`src/rtl/mem_wb_align_pkg.sv`:
```
// Shared constants and types for the MEM/WB register and load alignment.
package mem_wb_align_pkg;

    localparam int RegBus     = 32;
    localparam int RegAddrBus = 5;
    localparam int AluOpBus   = 8;

    localparam logic [AluOpBus-1:0] EXE_NOP_OP = 8'b0000_0000;
    localparam logic [AluOpBus-1:0] EXE_LB_OP  = 8'b1110_0000;
    localparam logic [AluOpBus-1:0] EXE_LH_OP  = 8'b1110_0001;
    localparam logic [AluOpBus-1:0] EXE_LWL_OP = 8'b1110_0010;
    localparam logic [AluOpBus-1:0] EXE_LW_OP  = 8'b1110_0011;
    localparam logic [AluOpBus-1:0] EXE_LBU_OP = 8'b1110_0100;
    localparam logic [AluOpBus-1:0] EXE_LHU_OP = 8'b1110_0101;
    localparam logic [AluOpBus-1:0] EXE_LWR_OP = 8'b1110_0110;

    localparam logic Stop   = 1'b1;
    localparam logic NoStop = 1'b0;

    localparam logic [RegBus-1:0] ZeroWord = '0;

    // Stall vector positions of the stages this register sits between
    localparam int StallMem = 4;
    localparam int StallWb  = 5;

    typedef struct packed {
        logic [RegAddrBus-1:0] wd;
        logic                  wreg;
        logic [RegBus-1:0]     wdata;
        logic [AluOpBus-1:0]   aluop;
        logic [1:0]            addr_low;
        logic [RegBus-1:0]     rdata;
        logic [RegBus-1:0]     reg2;
        logic                  whilo;
        logic [RegBus-1:0]     hi;
        logic [RegBus-1:0]     lo;
    } mem_wb_t;

    // Contents of an empty slot: reset, flush and bubble all load this
    function automatic mem_wb_t mem_wb_clear();
        mem_wb_t c;
        c.wd       = '0;
        c.wreg     = 1'b0;
        c.wdata    = ZeroWord;
        c.aluop    = EXE_NOP_OP;
        c.addr_low = 2'b00;
        c.rdata    = ZeroWord;
        c.reg2     = ZeroWord;
        c.whilo    = 1'b0;
        c.hi       = ZeroWord;
        c.lo       = ZeroWord;
        return c;
    endfunction

endpackage

```
`src/rtl/mem_wb_align_load_align.sv`:
```
// Combinational big-endian load data alignment (byte offset 0 = bits [31:24]).
module load_align
    import mem_wb_align_pkg::*;
(
    input  logic [AluOpBus-1:0] aluop,
    input  logic [1:0]          addr_low,
    input  logic [RegBus-1:0]   rdata,
    input  logic [RegBus-1:0]   reg2,
    input  logic [RegBus-1:0]   wdata,
    input  logic                wreg,
    output logic [RegBus-1:0]   wdata_out,
    output logic                wreg_out
);

    logic [7:0]  byte_sel;
    logic [15:0] half_sel;

    // Pick the addressed byte and halfword out of the memory word
    always_comb begin
        byte_sel = rdata[31:24];
        unique case (addr_low)
            2'd0: byte_sel = rdata[31:24];
            2'd1: byte_sel = rdata[23:16];
            2'd2: byte_sel = rdata[15:8];
            2'd3: byte_sel = rdata[7:0];
            default: byte_sel = rdata[31:24];
        endcase
        half_sel = addr_low[1] ? rdata[15:0] : rdata[31:16];
    end

    // Extend or merge according to the load type; non-loads pass wdata through
    always_comb begin
        wdata_out = wdata;
        wreg_out  = wreg;
        case (aluop)
            EXE_LB_OP:  wdata_out = {{24{byte_sel[7]}}, byte_sel};
            EXE_LBU_OP: wdata_out = {24'h0, byte_sel};
            EXE_LH_OP, EXE_LHU_OP: begin
                if (addr_low[0]) begin
                    // Misaligned halfword: the fault is taken upstream, so no write here
                    wdata_out = ZeroWord;
                    wreg_out  = 1'b0;
                end else if (aluop == EXE_LH_OP) begin
                    wdata_out = {{16{half_sel[15]}}, half_sel};
                end else begin
                    wdata_out = {16'h0, half_sel};
                end
            end
            EXE_LW_OP:  wdata_out = rdata;
            EXE_LWL_OP: begin
                unique case (addr_low)
                    2'd0: wdata_out = rdata;
                    2'd1: wdata_out = {rdata[23:0], reg2[7:0]};
                    2'd2: wdata_out = {rdata[15:0], reg2[15:0]};
                    2'd3: wdata_out = {rdata[7:0], reg2[23:0]};
                    default: wdata_out = rdata;
                endcase
            end
            EXE_LWR_OP: begin
                unique case (addr_low)
                    2'd0: wdata_out = {reg2[31:8], rdata[31:24]};
                    2'd1: wdata_out = {reg2[31:16], rdata[31:16]};
                    2'd2: wdata_out = {reg2[31:24], rdata[31:8]};
                    2'd3: wdata_out = rdata;
                    default: wdata_out = rdata;
                endcase
            end
            default: ;
        endcase
    end

endmodule

```
`src/rtl/mem_wb_align.sv`:
```
// MEM/WB pipeline register feeding the regfile write port and HI/LO, with load alignment.
module mem_wb_align
    import mem_wb_align_pkg::*;
(
    input  logic                  clk,
    input  logic                  rst,
    input  logic [5:0]            stall,
    input  logic                  flush,
    input  logic [RegAddrBus-1:0] mem_wd,
    input  logic                  mem_wreg,
    input  logic [RegBus-1:0]     mem_wdata,
    input  logic [AluOpBus-1:0]   mem_aluop,
    input  logic [1:0]            mem_addr_low,
    input  logic [RegBus-1:0]     mem_rdata,
    input  logic [RegBus-1:0]     mem_reg2,
    input  logic                  mem_whilo,
    input  logic [RegBus-1:0]     mem_hi,
    input  logic [RegBus-1:0]     mem_lo,
    output logic [RegAddrBus-1:0] wb_wd,
    output logic                  wb_wreg,
    output logic [RegBus-1:0]     wb_wdata,
    output logic                  wb_whilo,
    output logic [RegBus-1:0]     wb_hi,
    output logic [RegBus-1:0]     wb_lo
);

    mem_wb_t r_q, r_d, mem_in;

    assign mem_in = '{wd:       mem_wd,
                      wreg:     mem_wreg,
                      wdata:    mem_wdata,
                      aluop:    mem_aluop,
                      addr_low: mem_addr_low,
                      rdata:    mem_rdata,
                      reg2:     mem_reg2,
                      whilo:    mem_whilo,
                      hi:       mem_hi,
                      lo:       mem_lo};

    // Next state: flush, then bubble (MEM stalled, WB running), then capture, else hold
    always_comb begin
        r_d = r_q;
        if (flush) begin
            r_d = mem_wb_clear();
        end else if (stall[StallMem] == Stop && stall[StallWb] == NoStop) begin
            r_d = mem_wb_clear();
        end else if (stall[StallMem] == NoStop) begin
            r_d = mem_in;
        end
    end

    // Register update with synchronous reset taking priority over everything
    always_ff @(posedge clk) begin
        if (rst) begin
            r_q <= mem_wb_clear();
        end else begin
            r_q <= r_d;
        end
    end

    load_align u_load_align (
        .aluop     (r_q.aluop),
        .addr_low  (r_q.addr_low),
        .rdata     (r_q.rdata),
        .reg2      (r_q.reg2),
        .wdata     (r_q.wdata),
        .wreg      (r_q.wreg),
        .wdata_out (wb_wdata),
        .wreg_out  (wb_wreg)
    );

    assign wb_wd    = r_q.wd;
    assign wb_whilo = r_q.whilo;
    assign wb_hi    = r_q.hi;
    assign wb_lo    = r_q.lo;

endmodule

```
`config.mk`:
```
export PLATFORM = sky130hd
export DESIGN_NAME = mem_wb_align
export DESIGN_NICKNAME = d
export VERILOG_FILES = /design/src/rtl/mem_wb_align_pkg.sv /design/src/rtl/mem_wb_align_load_align.sv /design/src/rtl/mem_wb_align.sv
export SDC_FILE = /design/constraint.sdc
export NUM_CORES = 1
export LEC_CHECK = 0
export CELL_PAD_IN_SITES_DETAIL_PLACEMENT = 1
export CELL_PAD_IN_SITES_GLOBAL_PLACEMENT = 1
export CORE_MARGIN = 2
export CORE_UTILIZATION = 32
export CTS_CLUSTER_SIZE = 8
export DETAILED_ROUTE_END_ITERATION = 6
export PLACE_DENSITY = 0.86
export SLEW_MARGIN = 20
export SYNTH_ARGS = -nofsm -noshare
export SYNTH_HDL_FRONTEND = slang
export SYNTH_HIERARCHICAL = 1
export SYNTH_SLANG_ARGS = --single-unit
```
`constraint.sdc`:
```
create_clock -name clk -period 2.5 [get_ports clk]
set_input_delay 0.625 -clock clk [delete_from_list [all_inputs] [get_ports clk]]
set_output_delay 0.625 -clock clk [all_outputs]
set_load 0.02 [all_outputs]
```
==> metrics <==
clock period minus worst slack=2.99 ns; fmax=334 MHz; Post-synth EDFFs=0; Max Slew Vio Count=0; Detailed Routing Iterations Pass 1=5; DP HPWL=28200 um; drt first-iter violations=690; status=finished with violations; Worst EP required=1.88 ns; synth warn=6; Starting Density=32.6%; global route overflow=0; DRC Markers=0; crit-path max FO=5; area grow syn2layout=48.1%; Pint=5.02 mW; largest net degree at the start of global routing=77; Synth Cell Area=9980 um2; CP top delay family=multiplexers; largest cells by area after synthesis=dfxtp_1 35%, nand2b_1 11%, nand3_1 9.8%; worst setup margin=-0.495 ns; P per Cell Area=468 nW/um2; Fillers=3512; first-pass GRT wire length=59800 um; initial antenna violation count=4; io pins=289; Hold Crit Class=reg -> reg; Multi-input gate area=5590 um2; Final #Nets=1654; layout cells sized above 1=24.5%; Final Hold Fails=0; Post-Place Worst Slack=-0.606 ns; cells along the critical path=buf_6 -> mux4_1 -> and2_1 -> a211oi_1 -> o22ai_2 -> buf_6; Rows=64; Seq/Total Area, Yosys=35.5%; skew final=0 ns; CTS root buf=clkbuf_16; DR top layer=met4; Max VDD drop=0.405 mV; post-synth net total=1359; FF/Latch Area=3550 um2; Num CTS Buffers=17; vias in the first global route=10.5k; Die Area=32600 um2; leading register cell type out of synthesis=dfxtp_1; vias per cell=5.37; IO buf count=284; RSZ-0062 raised after global routing=true; failing checks=negative setup slack; post-route clock period utilization=120%; WHS=0.475 ns; Mapped Cells=1173; Routed Wire Length=40000 um; Reg2Reg Setup Slack=1.38 ns; post-synth cell types=45; CP arrival=2.37 ns; post-synth top area share=35.5%; htree depth=4; routed length per placed instance=21.3 um; CP max stage delay=0.56 ns; NetSw=1.89 mW; metal3 WL=3180 um; clock latency on the worst-skew pair=0.43 ns; Setup crit start kind=flop; Placer Congestion=0.901; async set-reset flop share out of synthesis=0%; Setup violations, final=32; overall power=6.91 mW; Slew HR=62.2%; detailed-route via count=10.1k; clk slew on worst S/H paths=0.07 ns; clock sink count=177; Worst Setup End Kind=output pin; slew of the pin with the lowest slew margin=0.568 ns; Die Span Y=181 um; Die Wd=181 um; gr usage total=23.3%; leakage=5.22 nW; Avg Cell Area, Syn=8.51 um2; post-cts hold buffer count=0; register share of total power=42.8%; switching share of power=27.4%; most used cell along the critical path=buf_6; core area=30700 um2; CTS max path bufs=2; MaxCap Viol Count=0; combinational cell fraction of total power=17.3%; CTS tree=yes; Crit-path slowest cell=mux4_1; part of the power in the clock network=39.9%; WS Path Type=reg -> out; worst path bufs/invs=2; ANT nets after route=0; post-synth top area cell=dfxtp_1; metal2 WL=19500 um; Seq cells post-synth=177; met1 wire length=15500 um
[layout by cell type, fill, tap and decap left out, types with 22 or more instances in the layout]
cell type	count
a21oi_2	22
nand2_1	41
buf_6	46
clkdlybuf4s50_1	249
a21oi_1	155
dfxtp_1	172
nor2_1	31
nand2b_1	179
mux2i_1	25
nand3_1	194
buf_4	128
mux4_2	22
[sequential cells by signal, summed over array words and instances, names as in the netlist]
register / cells
r_q: 107
wb_hi: 32
wb_lo: 32
wb_wd: 5
wb_whilo: 1
[worst paths after layout]
path / start / cells after the start / endpoint
max: r_q[130]$_SDFFE_PP0N_ / 6 / wb_wdata[22]
min reg2reg: wb_wd[0]$_SDFFE_PP0N_ / 2 / wb_wd[0]$_SDFFE_PP0N_
min: wb_wd[0]$_SDFFE_PP0N_ / 2 / wb_wd[0]$_SDFFE_PP0N_
max reg2reg: r_q[130]$_SDFFE_PP0N_ / 3 / r_q[130]$_SDFFE_PP0N_
[cell families after synthesis]
| kind of cell | count (synthesis) | share of synthesized area [%] |
|---|---|---|
| AND/OR/NAND/NOR | 486 | 26.6 |
| AO/OA/AOI/OAI | 255 | 16.1 |
| buffers and inverters | 189 | 11.9 |
| flip-flops | 177 | 35.5 |
| multiplexers | 66 | 9.95 |
[worst reg2reg max path: cells and delay by family (launching register included)]
family | cells | cell delay (ns)
AND/OR/NAND/NOR | 1 | 0.10
AO/OA/AOI/OAI | 1 | 0.29
buffers and inverters | 1 | 0.23
flip-flops | 1 | 0.39
[power groups by stage]
stage | registers, mW | logic, mW | clock network, mW
6_report | 2.96 | 1.20 | 2.76
5_1_grt | 2.97 | 1.27 | 2.93
4_1_cts | 2.96 | 1.17 | 2.81
3_5_place_dp | 3.03 | 1.13 | 0
3_3_place_gp | 3.02 | 1.11 | 0
2_1_floorplan | 3.01 | 0.572 | 0
[per-layer routing]
layer	global-route usage (%)	vias up
li1	-	4629
met1	27.3	4914
met2	39.0	450
met3	6.59	99
met4	11.5	0
met5	0	-
[stage by stage]
step	instances	area (um2)	TNS, ns	utilization (%)
6_report	1881	14800	-13.18	48.2
2_1_floorplan	1173	10000	0	-
4_1_cts	1870	14500	-12.28	47.3
5_1_grt	1881	14800	-14.74	48.2
3_5_place_dp	1818	13500	-14.09	44.0
3_3_place_gp	1818	13500	-12.56	44.0
[cell usage after synthesis (3+ instances only)]
master    count
a31oi_1      10
and3_1       10
nand2_1      45
a21oi_1     155
buf_1         3
a211oi_1     12
inv_1        14
mux4_2       21
o211a_1       8
nor2_1       33
nand2b_1    180
dfxtp_1     177
buf_4        78
buf_2        39
o21ai_0      11
a21oi_2      22
mux2_2       17
and2_1        6
o22ai_1      11
buf_6        17
mux4_1        3
o22ai_2      10
nor2b_1       3
o32a_1        7
mux2i_1      25
nand3_1     196
clkbuf_1     37
[repair_timing]
action	in CTS	in global routing
endpoints found under the setup margin	33	32
gates resized for setup	229	42
pin swaps	18	17
gates cloned	2	4
buffers inserted	18	5
hold endpoints to repair	0	0
[area by class of cell]
class                   count  area share, %
diodes                      4         0.0677
clock buffers              17           2.88
clock inverters            15           1.09
inverters                  14          0.356
multi-input cells         807           37.8
flip-flops and latches    177           24.0
well taps                 396           3.35
repair buffers            451           30.4
(Power assumes the default switching activity.)
